==> config.mk <==
export PLATFORM = sky130hd
export DESIGN_NAME = layered_graphics_compositor
export DESIGN_NICKNAME = d
export VERILOG_FILES = /design/src/rtl/graphics_pkg.sv /design/src/rtl/alpha_blend_channel.sv /design/src/rtl/layered_graphics_compositor.sv
export SDC_FILE = /design/constraint.sdc
export NUM_CORES = 1
export LEC_CHECK = 0
export ABC_AREA = 1
export BUFFER_PORTS_ARGS = -buffer_cell sky130_fd_sc_hd__buf_2
export CAP_MARGIN = 20
export CORE_UTILIZATION = 45
export CTS_BUF_LIST = sky130_fd_sc_hd__clkbuf_8
export DETAILED_ROUTE_END_ITERATION = 8
export PLACE_DENSITY = 0.72
export SYNTH_ARGS = -nofsm -noshare
export SYNTH_HDL_FRONTEND = slang
export SYNTH_SLANG_ARGS = --single-unit
==> constraint.sdc <==
create_clock -name clk_in -period 5.7 [get_ports clk_in]
set_input_delay 0.285 -clock clk_in [delete_from_list [all_inputs] [get_ports clk_in]]
set_output_delay 0.285 -clock clk_in [all_outputs]
set_load 0.1 [all_outputs]
==> src/rtl/graphics_pkg.sv <==
`default_nettype none
// ============================================================================
// Module : graphics_pkg
// Brief  : Shared pixel types, constants and layer-vector helpers.
// Rev    : 1.0  initial release
// ============================================================================
package graphics_pkg;

    typedef struct packed {
        logic [7:0] r;
        logic [7:0] g;
        logic [7:0] b;
    } rgb_t;

    localparam logic [23:0] BLANK_RGB    = 24'h0;
    localparam int          PIPE_LATENCY = 2;
    localparam int          MAX_LAYERS   = 16;

    // Layer vectors are zero-extended to MAX_LAYERS slots before use.
    function automatic rgb_t unpack_layer(input logic [24*MAX_LAYERS-1:0] vec, input int idx);
        return rgb_t'(vec[24*idx +: 24]);
    endfunction

endpackage
`default_nettype wire

==> src/rtl/alpha_blend_channel.sv <==
`default_nettype none
// ============================================================================
// Module : alpha_blend_channel
// Brief  : 8-bit alpha blend o = (W*a + P*(256-a)) >> 8, two registered stages.
// Rev    : 1.0  initial release
// ============================================================================
module alpha_blend_channel (
    input  logic       clk,
    input  logic       rst_n,
    input  logic [7:0] i_alpha,
    input  logic [7:0] i_wall,
    input  logic [7:0] i_pix,
    output logic [7:0] o_blend
);

    logic [8:0]  w_inv_alpha;
    logic [16:0] r_prod_wall;
    logic [16:0] r_prod_pix;
    logic [16:0] w_sum;

    // 256-a needs 9 bits so that a=0 passes the pixel through exactly.
    assign w_inv_alpha = 9'd256 - {1'b0, i_alpha};
    assign w_sum       = r_prod_wall + r_prod_pix;

    always_ff @(posedge clk or negedge rst_n) begin
        if (!rst_n) begin
            r_prod_wall <= '0;
            r_prod_pix  <= '0;
            o_blend     <= '0;
        end else begin
            r_prod_wall <= {9'd0, i_wall} * {9'd0, i_alpha};
            r_prod_pix  <= {9'd0, i_pix} * {8'd0, w_inv_alpha};
            o_blend     <= 8'(w_sum >> 8);
        end
    end

endmodule
`default_nettype wire

==> src/rtl/layered_graphics_compositor.sv <==
`default_nettype none
// ============================================================================
// Module : layered_graphics_compositor
// Brief  : Two-stage pixel compositor: UI layers, collision flash, wall blend.
// Rev    : 1.0  initial release
// ============================================================================
module layered_graphics_compositor
    import graphics_pkg::*;
#(
    parameter int          NUM_LAYERS      = 4,
    parameter int          ACTIVE_H_PIXELS = 1280,
    parameter int          ACTIVE_LINES    = 720,
    parameter logic [23:0] COLLISION_COLOR = 24'h008000,
    parameter logic [23:0] FLASH_COLOR     = 24'hFFFFFF,
    parameter logic [23:0] WALL_COLOR      = 24'h00F000,
    parameter int          FLASH_FRAMES    = 30,
    parameter int          FLASH_PERIOD    = 4
) (
    input  logic                    clk_in,
    input  logic                    rst_n_in,
    input  logic [10:0]             hcount_in,
    input  logic [9:0]              vcount_in,
    input  logic                    frame_start_in,
    input  logic [NUM_LAYERS-1:0]   layer_valid_in,
    input  logic [24*NUM_LAYERS-1:0] layer_pixel_in,
    input  logic                    is_collision,
    input  logic                    is_wall,
    input  logic [7:0]              wall_alpha_in,
    input  logic [23:0]             pixel_in,
    output logic [23:0]             pixel_out,
    output logic [10:0]             hcount_out,
    output logic [9:0]              vcount_out,
    output logic                    active_out,
    output logic                    flashing_out
);

    localparam int                 c_cnt_w      = $clog2(FLASH_FRAMES + 1);
    localparam int                 c_ph_w       = $clog2(FLASH_PERIOD);
    localparam int                 c_ext_w      = 24 * MAX_LAYERS;
    localparam logic [10:0]        c_h_limit    = 11'(ACTIVE_H_PIXELS);
    localparam logic [9:0]         c_v_limit    = 10'(ACTIVE_LINES);
    localparam logic [c_cnt_w-1:0] c_flash_load = c_cnt_w'(FLASH_FRAMES);
    localparam logic [c_ph_w-1:0]  c_phase_last = c_ph_w'(FLASH_PERIOD - 1);

    logic [c_ext_w-1:0]  w_layers_ext;
    logic                w_active;
    logic                w_coll_hit;
    logic                w_blink_eff;
    logic                w_layer_hit;
    rgb_t                w_layer_rgb;
    rgb_t                w_sel_rgb;
    logic [7:0]          w_sel_alpha;

    logic [c_cnt_w-1:0]  r_flash_cnt;
    logic [c_ph_w-1:0]   r_phase_cnt;
    logic                r_blink_on;
    logic                r_coll_seen;
    logic [10:0]         r_hcount_s1;
    logic [9:0]          r_vcount_s1;
    logic                r_active_s1;
    logic                r_flashing_s1;

    assign w_layers_ext = c_ext_w'(layer_pixel_in);
    assign w_active     = (hcount_in < c_h_limit) && (vcount_in < c_v_limit);
    assign w_coll_hit   = is_collision && w_active;
    assign w_blink_eff  = r_blink_on && (r_flash_cnt != '0);

    // Walking from the top index down leaves the lowest valid index in place.
    always_comb begin
        w_layer_hit = 1'b0;
        w_layer_rgb = rgb_t'(BLANK_RGB);
        for (int i = NUM_LAYERS - 1; i >= 0; i--) begin
            if (layer_valid_in[i]) begin
                w_layer_hit = 1'b1;
                w_layer_rgb = unpack_layer(w_layers_ext, i);
            end
        end
    end

    // Non-wall winners go through the blender with alpha 0, which returns P exactly.
    always_comb begin
        w_sel_alpha = 8'd0;
        w_sel_rgb   = rgb_t'(BLANK_RGB);
        if (w_active) begin
            if (w_layer_hit) begin
                w_sel_rgb = w_layer_rgb;
            end else if (is_collision) begin
                w_sel_rgb = w_blink_eff ? rgb_t'(FLASH_COLOR) : rgb_t'(COLLISION_COLOR);
            end else if (is_wall) begin
                w_sel_rgb   = rgb_t'(pixel_in);
                w_sel_alpha = wall_alpha_in;
            end else begin
                w_sel_rgb = rgb_t'(pixel_in);
            end
        end
    end

    for (genvar ch = 0; ch < 3; ch++) begin : g_channel
        alpha_blend_channel u_blend (
            .clk     (clk_in),
            .rst_n   (rst_n_in),
            .i_alpha (w_sel_alpha),
            .i_wall  (WALL_COLOR[8*ch +: 8]),
            .i_pix   (w_sel_rgb[8*ch +: 8]),
            .o_blend (pixel_out[8*ch +: 8])
        );
    end

    always_ff @(posedge clk_in or negedge rst_n_in) begin
        if (!rst_n_in) begin
            r_flash_cnt <= '0;
            r_phase_cnt <= '0;
            r_blink_on  <= 1'b0;
            r_coll_seen <= 1'b0;
        end else if (frame_start_in) begin
            // The first pixel already belongs to the new frame.
            r_coll_seen <= w_coll_hit;
            if (r_coll_seen) begin
                r_flash_cnt <= c_flash_load;
                r_phase_cnt <= '0;
                r_blink_on  <= 1'b1;
            end else if (r_flash_cnt != '0) begin
                r_flash_cnt <= r_flash_cnt - 1'b1;
                if (r_flash_cnt == c_cnt_w'(1)) begin
                    r_phase_cnt <= '0;
                    r_blink_on  <= 1'b0;
                end else if (r_phase_cnt == c_phase_last) begin
                    r_phase_cnt <= '0;
                    r_blink_on  <= ~r_blink_on;
                end else begin
                    r_phase_cnt <= r_phase_cnt + 1'b1;
                end
            end
        end else if (w_coll_hit) begin
            r_coll_seen <= 1'b1;
        end
    end

    always_ff @(posedge clk_in or negedge rst_n_in) begin
        if (!rst_n_in) begin
            r_hcount_s1   <= '0;
            r_vcount_s1   <= '0;
            r_active_s1   <= 1'b0;
            r_flashing_s1 <= 1'b0;
            hcount_out    <= '0;
            vcount_out    <= '0;
            active_out    <= 1'b0;
            flashing_out  <= 1'b0;
        end else begin
            r_hcount_s1   <= hcount_in;
            r_vcount_s1   <= vcount_in;
            r_active_s1   <= w_active;
            r_flashing_s1 <= (r_flash_cnt != '0);
            hcount_out    <= r_hcount_s1;
            vcount_out    <= r_vcount_s1;
            active_out    <= r_active_s1;
            flashing_out  <= r_flashing_s1;
        end
    end

endmodule
`default_nettype wire

==> Flow_metrics.wiki <==
{| class="wikitable"
! Metric !! Value
|-
| Avg WL per Cell || 15.2 microns
|-
| Startpoint class of the critical path || register
|-
| FF+latch count, synth || 119
|-
| Leading post-synthesis cells by instance count || sky130_fd_sc_hd__nand2_1 (261), sky130_fd_sc_hd__inv_1 (229), sky130_fd_sc_hd__nor2_1 (215), sky130_fd_sc_hd__fa_1 (134), sky130_fd_sc_hd__ha_1 (132)
|-
| Req. time, crit path || 6030 ps
|-
| Highest cell delay on the worst timing path || 550 ps
|-
| Fraction of layout cells with a size suffix above 1 || 19.9%
|-
| Max Clk Rate || 185 MHz
|-
| Capturing point of the worst reg2reg path || g_channel[1].u_blend.r_prod_pix[15]$_DFF_PN0_
|-
| Root buf cell || sky130_fd_sc_hd__clkbuf_8
|-
| Final worst clock skew || 11.1 ps
|-
| Total nets after synthesis || 1904
|-
| Final Critical Period || 5390 ps
|-
| Most used standard cell by instance count after synthesis || sky130_fd_sc_hd__nand2_1
|-
| Number of I/O port buffers || 204
|-
| Cell depth of the worst setup path || 26
|-
| CP Buf/Inv Count || 6
|-
| Global-route wire length before repair || 54400 microns
|-
| Worst Hold Class || primary input to register
|-
| Cell taking the most area after synthesis || sky130_fd_sc_hd__dfrtp_1
|-
| Post-synthesis share of cell area spent on and, or, nand and nor gates || 20.2%
|-
| R2R setup slack || 310 ps
|-
| Fin crit share || 94.6%
|-
| Xor/xnor share of the synthesized area || 3.10%
|-
| Global route overflow || 0
|-
| Pin count of the biggest net entering global routing || 70
|-
| Num CTS Buffers || 17
|-
| Initial standard-cell utilization of the core || 45.8%
|-
| Max-slew violation count || 0
|-
| Number of synthesized flops with an enable pin || 0
|-
| Post-route DRC violation count || 0
|-
| Area growth from synthesis to layout || 20.2%
|-
| Worst setup EP type || register
|-
| Worst reg2reg path startpoint || r_flash_cnt[0]$_DFFE_PN0P_
|-
| Clock slew at the register clock pins of the worst setup and hold paths || 80 ps
|-
| Number of distinct standard cells referenced by the synthesized netlist || 47
|-
| Dpl hpwl || 26400 microns
|-
| Final design instance area without fill || 14800 sq um
|-
| Measured slew at the worst slew-check pin || 826 ps
|-
| Total power divided by cell area || 169 nW/um^2
|-
| Routed Antenna Nets || 0
|-
| Setup repair after global routing missed its margin || false
|-
| Clock Sinks || 119
|-
| TritonCTS clock tree || built
|-
| Worst slew margin relative to its limit || 44.9%
|-
| Asr flop ratio synth || 100%
|-
| Seq/Total Area, Yosys || 24.2%
|-
| Number of primary I/O pins || 205
|-
| Syn Area/Cell || 8.33 sq um
|-
| Cell type of the slowest stage on the worst timing path || sky130_fd_sc_hd__fa_1
|-
| Worst hold path stage count || 2
|-
| Final setup violation count || 0
|-
| Total number of H-tree levels || 4
|-
| Combinational family with the most area after synthesis || adder cells
|-
| Y dimension of the die || 167 microns
|-
| Yosys Warn Count || 0
|-
| Clock latency of the later-clocked register in the worst-skew pair || 450 ps
|-
| Share of the synthesized area in compound gates (AO/OA/AOI/OAI) || 8.49%
|-
| Number of violations of the max-capacitance limit || 0
|-
| Multiplexer share of the synthesized area || 0%
|-
| WL final || 32200 microns
|-
| Maximum number of buffers from clock root to sink || 2
|-
| Critical path class || register to register
|-
| Mapped Cells || 1480
|-
| Worst voltage drop across the vdd grid || 132 uV
|-
| Via count of the first global-routing pass || 11100
|-
| Detailed-routing iteration count for the pre-antenna-repair pass || 5
|-
| Outcome || complete, no violations
|-
| Placed Cells incl. Taps || 2063
|-
| Proportion of netlist area held by the largest area contributor || 24.2%
|-
| Final-layout setup total negative slack || 0 ps
|-
| Utilization after layout || 55.1%
|-
| Initial antenna violation count || 0
|-
| Die footprint || 28000 sq um
|-
| Post-Syn Area || 12300 sq um
|-
| Dominant delay contributor by cell family on the critical path || adder cells
|-
| Diodes inserted || 0
|-
| Post-synthesis share of cell area spent on full adders, half adders and majority gates || 35.2%
|-
| Cell types occupying the most area after synthesis || sky130_fd_sc_hd__dfrtp_1 (24%), sky130_fd_sc_hd__fa_1 (22%), sky130_fd_sc_hd__ha_1 (13%)
|-
| Worst setup path startpoint || r_flash_cnt[0]$_DFFE_PN0P_
|-
| Capturing instance or port of the critical path || g_channel[1].u_blend.r_prod_pix[15]$_DFF_PN0_
|-
| Most numerous cell on the critical path || sky130_fd_sc_hd__nand2_1
|-
| Arrival time of data at the critical path endpoint || 5720 ps
|-
| Per-cell via count in the routed design || 5.05
|-
| Standard cell core area || 26900 sq um
|-
| Worst slack at placement || -93.8 ps
|-
| GP Congestion || 0.934
|-
| Crit path max fanout || 8
|-
| Via count || 10700
|-
| Endpoints failing hold || 0
|-
| Fin worst setup slack || 308 ps
|-
| Reg2Reg Depth || 26
|-
| Cell row count || 60
|-
| Post-layout nets || 2187
|-
| Most used flip-flop cell after synthesis || sky130_fd_sc_hd__dfrtp_1
|-
| Cell area after placement || 14200 sq um
|-
| Iter 0 DRT Violations || 637
|-
| Die width || 167 microns
|-
| All-Layer GR Usage || 24.5%
|-
| Post-route insts no fill || 2117
|-
| Lkg Pwr || 0.00835 uW
|}
-- metrics by stage --
stage | hold slack, ps | total power, uW
2_1_floorplan | -10.6 | 1470
3_3_place_gp | 331 | 1690
3_5_place_dp | 335 | 1700
4_1_cts | 14.2 | 2540
5_1_grt | 28.2 | 2650
6_report | 41.5 | 2500
-- routing by layer --
layer	up-vias	track usage, %	part of all wire, %
met5	-	0	0
met4	0	9.61	3.4
met3	58	3.57	4.6
met1	5122	31.0	43
li1	5204	-	-
met2	304	42.4	49
-- sequential cells by signal, summed over array words and instances, names as in the netlist --
name,count
g_channel.u_blend.r_prod_pix,28
g_channel.u_blend.o_blend,24
g_channel.u_blend.r_prod_wall,12
hcount_out,11
r_hcount_s1,11
r_vcount_s1,10
vcount_out,10
r_flash_cnt,5
r_phase_cnt,2
active_out,1
flashing_out,1
r_active_s1,1
r_blink_on,1
r_coll_seen,1
r_flashing_s1,1
-- worst min-delay path by stage --
stage | from | endpoint | slack (ps)
after floorplan | rst_n_in | active_out$_DFF_PN0_ | -10
after CTS | frame_start_in | r_coll_seen$_DFFE_PN0P_ | 10
final | frame_start_in | r_coll_seen$_DFFE_PN0P_ | 40
after global routing | frame_start_in | r_coll_seen$_DFFE_PN0P_ | 30
after detailed placement | r_hcount_s1[9]$_DFF_PN0_ | hcount_out[9]$_DFF_PN0_ | 330
after global placement | r_hcount_s1[2]$_DFF_PN0_ | hcount_out[2]$_DFF_PN0_ | 330
-- cell usage in the layout, fill, tap and decap left out, types with 15 or more instances in the layout --
| cell | count |
|---|---|
| sky130_fd_sc_hd__a21oi_1 | 77 |
| sky130_fd_sc_hd__buf_2 | 203 |
| sky130_fd_sc_hd__buf_4 | 69 |
| sky130_fd_sc_hd__clkbuf_8 | 18 |
| sky130_fd_sc_hd__dfrtp_1 | 119 |
| sky130_fd_sc_hd__dlygate4sd3_1 | 22 |
| sky130_fd_sc_hd__fa_1 | 134 |
| sky130_fd_sc_hd__ha_1 | 132 |
| sky130_fd_sc_hd__inv_1 | 228 |
| sky130_fd_sc_hd__nand2_1 | 260 |
| sky130_fd_sc_hd__nand3_1 | 63 |
| sky130_fd_sc_hd__nor2_1 | 215 |
| sky130_fd_sc_hd__o21ai_0 | 54 |
| sky130_fd_sc_hd__xnor2_1 | 15 |
| sky130_fd_sc_hd__xor2_1 | 23 |
-- cell families (layout without fill, tap and decap cells) --
logic type,Yosys count,after routing
AND/OR/NAND/NOR,591,591
flip-flops,119,119
adder cells (fa/ha/maj),266,266
buffers and inverters,279,575
AO/OA/AOI/OAI,184,184
XOR/XNOR,41,41
-- cell type report --
cell class	instances	area (sq um)
multi-input cells	1082	8260
inverters	246	926
clock inverters	14	164
well taps	341	427
flip-flops and latches	119	2980
repair buffers	297	1810
clock buffers	18	248
fillers	2482	12100
-- repair_timing --
action	in CTS	in global routing
endpoints found under the setup margin	0	3
hold endpoints to repair	71	0
setup buffers	0	0
resized for setup	0	3
hold buffers	22	0
-- report_power, final --
part / internal (uW) / switching (uW)
Combinational: 219 / 535
Sequential: 920 / 29.3
Clock: 411 / 389
Power figures use the tool's default switching activity.
